## config.mk

```make
export PLATFORM = sky130hd
export DESIGN_NAME = kbd_event_ctrl
export DESIGN_NICKNAME = d
export VERILOG_FILES = /design/src/rtl/kbd_event_ctrl.sv
export SDC_FILE = /design/constraint.sdc
export NUM_CORES = 1
export LEC_CHECK = 0
export CAP_MARGIN = 20
export CORE_MARGIN = 4
export CORE_UTILIZATION = 25
export DETAILED_ROUTE_END_ITERATION = 8
export DONT_BUFFER_PORTS = 1
export SETUP_SLACK_MARGIN = 0.4
export SLEW_MARGIN = 20
export SYNTH_ARGS = -nofsm -noshare
export SYNTH_HDL_FRONTEND = slang
export SYNTH_SLANG_ARGS = --single-unit
```

## constraint.sdc

```tcl
create_clock -name clk -period 5.91 [get_ports clk]
set_input_delay 1.182 -clock clk [delete_from_list [all_inputs] [get_ports clk]]
set_output_delay 1.182 -clock clk [all_outputs]
set_load 0.03 [all_outputs]
```

## src/rtl/kbd_event_ctrl.sv

```systemverilog
// Keyboard event controller: decodes PS/2 make/break/E0 scan-code bytes, suppresses
// typematic repeats, pulses on new presses, and presents events on a one-entry valid/ready slot.
module kbd_event_ctrl (
  input  logic       clk,
  input  logic       rst,
  input  logic       byte_valid,
  input  logic [7:0] byte_data,
  output logic       byte_ready,
  output logic       evt_valid,
  input  logic       evt_ready,
  output logic [7:0] evt_code,
  output logic       evt_ext,
  output logic       evt_make,
  output logic       key_down,
  output logic       press_pulse,
  output logic [7:0] h0,
  output logic [7:0] h1
);

  typedef enum logic [1:0] {IDLE, EXT, BRK, EXT_BRK} state_t;

  state_t     state;
  logic [7:0] held_code;
  logic       held_ext;

  logic       accept;
  logic       is_e0;
  logic       is_f0;
  logic       code_ext;
  logic       code_brk;
  logic       held_match;

  function automatic logic [7:0] glyph(input logic [3:0] n);
    case (n)
      4'h0: glyph = 8'b00000011;
      4'h1: glyph = 8'b10011111;
      4'h2: glyph = 8'b00100101;
      4'h3: glyph = 8'b00001101;
      4'h4: glyph = 8'b10011001;
      4'h5: glyph = 8'b01001001;
      4'h6: glyph = 8'b01000001;
      4'h7: glyph = 8'b00011111;
      4'h8: glyph = 8'b00000001;
      4'h9: glyph = 8'b00001001;
      4'hA: glyph = 8'b00010001;
      4'hB: glyph = 8'b11000001;
      4'hC: glyph = 8'b01100011;
      4'hD: glyph = 8'b10000101;
      4'hE: glyph = 8'b01100001;
      default: glyph = 8'b01110001;
    endcase
  endfunction

  // A pop frees the slot in the same cycle, so the receiver never has to wait a bubble.
  assign byte_ready = !evt_valid || evt_ready;
  assign accept     = byte_valid && byte_ready;
  assign is_e0      = (byte_data == 8'hE0);
  assign is_f0      = (byte_data == 8'hF0);
  assign code_ext   = (state == EXT) || (state == EXT_BRK);
  assign code_brk   = (state == BRK) || (state == EXT_BRK);
  assign held_match = key_down && ({held_ext, held_code} == {code_ext, byte_data});

  assign h0 = key_down ? glyph(held_code[3:0]) : 8'hFF;
  assign h1 = key_down ? glyph(held_code[7:4]) : 8'hFF;

  always_ff @(posedge clk) begin
    if (!rst) begin
      state       <= IDLE;
      key_down    <= 1'b0;
      held_code   <= 8'h00;
      held_ext    <= 1'b0;
      evt_valid   <= 1'b0;
      evt_code    <= 8'h00;
      evt_ext     <= 1'b0;
      evt_make    <= 1'b0;
      press_pulse <= 1'b0;
    end else begin
      press_pulse <= 1'b0;
      if (evt_valid && evt_ready)
        evt_valid <= 1'b0;
      if (accept) begin
        if (is_e0) begin
          state <= code_brk ? EXT_BRK : EXT;
        end else if (is_f0) begin
          state <= code_ext ? EXT_BRK : BRK;
        end else begin
          state <= IDLE;
          if (code_brk) begin
            evt_valid <= 1'b1;
            evt_code  <= byte_data;
            evt_ext   <= code_ext;
            evt_make  <= 1'b0;
            if (held_match)
              key_down <= 1'b0;
          end else if (!held_match) begin
            // A make that matches the held key is a typematic repeat and is swallowed.
            held_code   <= byte_data;
            held_ext    <= code_ext;
            key_down    <= 1'b1;
            press_pulse <= 1'b1;
            evt_valid   <= 1'b1;
            evt_code    <= byte_data;
            evt_ext     <= code_ext;
            evt_make    <= 1'b1;
          end
        end
      end
    end
  end

endmodule

```

Word level (Yosys, flattened, before mapping)
Memory sizes are Yosys's and may differ from the RTL's. A register that Yosys moved wholly into a read port is not among the register bits.
Cells that the tools add are included.
{ "word_totals": {"reg_bits": 24, "mem_bits_ro": 224, "input_bits": 12, "out_inout_bits": 30, "elab_cells": 61, "mem_count": 2} }
{ "op_classes": {"n_eq_ne": 8, "mux": 25, "bitwise": 6, "n_reduce_logical": 11} }
{ "mem_list": {"columns": ["name", "depth", "word_bits", "read_ports", "rd_clocked_by_memory_dff", "wr", "line", "text"], "rows": [
  ["(no name shown)", 16, 7, 1, 1, 0, "34", "case (n)"],
  ["(no name shown)", 16, 7, 1, 1, 0, "34", null]
]} }
{ "ops": {"columns": ["operator", "count"], "rows": [
  ["$mux W8", 4],
  ["$eq A8 B8 Y1 const B", 2],
  ["$mux W4", 4],
  ["$mux W1", 14],
  ["$reduce_and A5 Y1", 2],
  ["$eq A9 B9 Y1", 1],
  ["$mux W2", 3],
  ["$not A1 Y1", 6],
  ["$reduce_or A5 Y1", 1],
  ["$eq A2 B2 Y1 const B", 2],
  ["$reduce_and A4 Y1", 1],
  ["$logic_and A1 B1 Y1", 3],
  ["$logic_or A1 B1 Y1", 3],
  ["$eq A2 B1 Y1 const B", 1],
  ["$ne A2 B1 Y1 const B", 1],
  ["$ne A2 B2 Y1 const B", 1],
  ["$logic_not A1 Y1", 1]
]} }

Longest topological paths before layout
{ "logic_depth": {"word_depth": 9, "mapped_depth": 12} }

Worst setup path after synthesis
No wires, ideal clock.
{ "synth_path": {"path_type": "input to register", "start": "in evt_ready", "end": "reg (tool-made name)", "setup_ps": 122, "t_arrival_ps": 3167, "path_slack_ps": 2621, "path_stages": 9, "path_buffers": 0, "cell_sequence": "nand2b_1 o311ai_1 nor2_2 nand2_1 a21oi_1 inv_1 ha_1 and3_2 a221o_1"} }
{ "synth_lines": {"columns": ["element", "line", "text"], "rows": [
  ["start, declared", "10", "input logic evt_ready,"]
]} }

==> results.json <==
{
  "ys.warnings.count": 0,
  "vias": 1516,
  "rsz0062_at_grt": "no",
  "synth_area_leaders": "dfxtp_1 38%, ha_1 7.4%, nand2b_1 5.6%",
  "top_layer": "met4",
  "num_rows": 32,
  "fillers": 825,
  "required_ps": 6110,
  "cp.arrival_ps": 3580,
  "io_buffers": 0,
  "drt-initial-drc-count": 60,
  "yosys.area_share.simple": 0.198,
  "wl_per_cell_um": 14.0,
  "syn_area_sq_um": 2020,
  "synth_top_family_by_area": "simple AND/OR/NAND/NOR gates",
  "num_io_pins": 42,
  "nets": 248,
  "period_share": 0.572,
  "holdBufCountCts": 0,
  "p_leak_nw": 0.903,
  "max-vdd-ir-drop_uv": 125,
  "seq_area_sq_um": 761,
  "cts_tree": "built",
  "finalHoldViolCount": 0,
  "area_delta_synth_final_pct": 10.1,
  "grt_max_degree": 25,
  "synth_compound_area_frac": 0.161,
  "root_buffer": "clkbuf_8",
  "grt_use_total": 0.0996,
  "crit_buf_inv": 1,
  "dp_hpwl_mm": 3.38,
  "synthFlopType": "dfxtp_1",
  "netlist.area_leader.share": 0.376,
  "fin_util": 0.285,
  "combPwrFrac": 0.164,
  "p_clk_frac": 0.396,
  "synth_cells": 224,
  "synth_xor_area_frac": 0.0476,
  "switching_share": 0.290,
  "critPathKind": "in2reg",
  "path_clk_slew_ps": 90,
  "dieArea_sq_um": 9600,
  "cts_setup_buffers": 0,
  "wl_met1_mm": 1.97,
  "skew_ps": 13.2,
  "cp_slowest_stage_delay_ps": 440,
  "worstHoldPathType": "reg2reg",
  "drv_slew": 0,
  "fmax_ghz": 0.296,
  "slew_headroom": 0.403,
  "worstPathCellList": "nand2b_1, o311ai_1, nor2_2, nand2_1, a21oi_1, inv_1, ha_1, and3_2, a221o_1",
  "power.density_nw_per_um2": 307,
  "p_int_mw": 0.485,
  "yosysSeqAreaShare": 0.376,
  "grt_first_pass_wirelength_mm": 7.71,
  "clk_path_buf_depth": 2,
  "drt_first_pass_iters": 4,
  "p_seq_frac": 0.440,
  "multiInputGateArea_sq_um": 1130,
  "antenna_found_initial": 0,
  "max_cap_violations": 0,
  "crit_fanout": 8,
  "clk-insertion-delay-late_ps": 300,
  "cts_made_buffers": 5,
  "synth-edff-count": 0,
  "vias_per_cell": 4.64,
  "start_util": 0.259,
  "met2WireLength_mm": 2.24,
  "tightest_slew_ps": 895,
  "setup_tns_ps": 0,
  "total_power_mw": 0.683,
  "finalSetupViolations": 0,
  "overflow": 0,
  "critPathCaptureType": "flop",
  "ys_ff_latch": 38,
  "final_cell_mix": "38 x dfxtp_1, 20 x nand2_1, 18 x nand2b_1, 18 x a21oi_1, 18 x nor2_1",
  "wl_met3_um": 287,
  "synth.distinct_cells": 48,
  "ant_nets": 0,
  "syn_avg_cell_area_sq_um": 9.04,
  "p_sw_mw": 0.198,
  "worstSetupStartpointType": "input port",
  "run_status": "complete, no violations",
  "gp_congestion": 0.843,
  "cts.sink_count": 38,
  "mostFrequentLayoutCell": "dfxtp_1",
  "cts_resized": 0,
  "antenna_cells": 0,
  "placed_cells": 319,
  "grt_pass1_vias": 1454,
  "fp.dieH_um": 98.0,
  "fin_crit_ps": 3380,
  "async_flop_share": 0,
  "synth_top_area_cell": "dfxtp_1",
  "cts_max_level": 2,
  "routed_wl_mm": 4.58,
  "slowest_stage": "nand2b_1",
  "coreArea_sq_um": 7810,
  "drc": 0,
  "die_width_um": 98.0,
  "drive_above_1_share": 0.120,
  "synthMuxAreaShare": 0.0748,
  "critPathTopFamily": "simple AND/OR/NAND/NOR gates",
  "fin_cells": 327,
  "synthAdderAreaFrac": 0.0742
}
[routing by layer]
| layer | track usage | vias up |
|---|---|---|
| met5 | 0 | - |
| met4 | 0.0351 | 0 |
| met3 | 0.0321 | 7 |
| met2 | 0.162 | 37 |
| met1 | 0.124 | 702 |
| li1 | - | 770 |
[power groups by stage]
stage	clock, mW	sequential, mW	combinational (mW)
after floorplan	0	0.302	0.103
after global placement	0	0.307	0.112
after detailed placement	0	0.307	0.113
after CTS	0.276	0.301	0.114
after global routing	0.288	0.304	0.125
final	0.271	0.300	0.112
[Yosys cell counts (4+ instances only)]
master	instances
xor2_1	8
nand2b_1	18
dfxtp_1	38
buf_4	4
o21ai_0	5
inv_1	12
nor2_1	18
mux2i_1	11
ha_1	12
o22ai_1	7
a21oi_1	18
nand2_1	20
[worst min-delay path, delay by kind of cell (launching register included)]
family	cells	cell delay [ps]
AO/OA/AOI/OAI	1	50
flip-flops	1	330
AND/OR/NAND/NOR	1	50
[kinds of logic after synthesis]
| family | count (synthesis) |
|---|---|
| compound gates | 49 |
| other cells | 1 |
| simple gates | 76 |
| buf+inv | 23 |
| mux | 14 |
| xor+xnor | 11 |
| fa+ha+maj | 12 |
| flops | 38 |
[worst paths after layout]
kind / startpoint / endpoint / slack [ps] / cells past startpoint
worst max register to register: evt_valid / flop / 2980 / 9
worst max-delay path: evt_ready / flop / 2530 / 9
worst min register to register: held_ext / held_ext / 470 / 2
worst min-delay path: held_ext / held_ext / 470 / 2
[stage by stage]
stage	worst slack (ps)	hold WS, ps	cell area [sq um]
after floorplan	2620	448	2030
after global placement	2360	457	2090
after detailed placement	2240	468	2090
after CTS	2530	480	2230
after global routing	2360	521	2230
final	2530	475	2230
[area by class of cell]
type                            instances  area share
Clock inverter                          3      0.0309
Multi-Input combinational cell        164       0.508
Inverter                               14      0.0281
Clock buffer                            5      0.0309
Timing Repair Buffer                    1     0.00337
Sequential cell                        38       0.341
Tap cell                              102      0.0573
(Power assumes the default switching activity.)
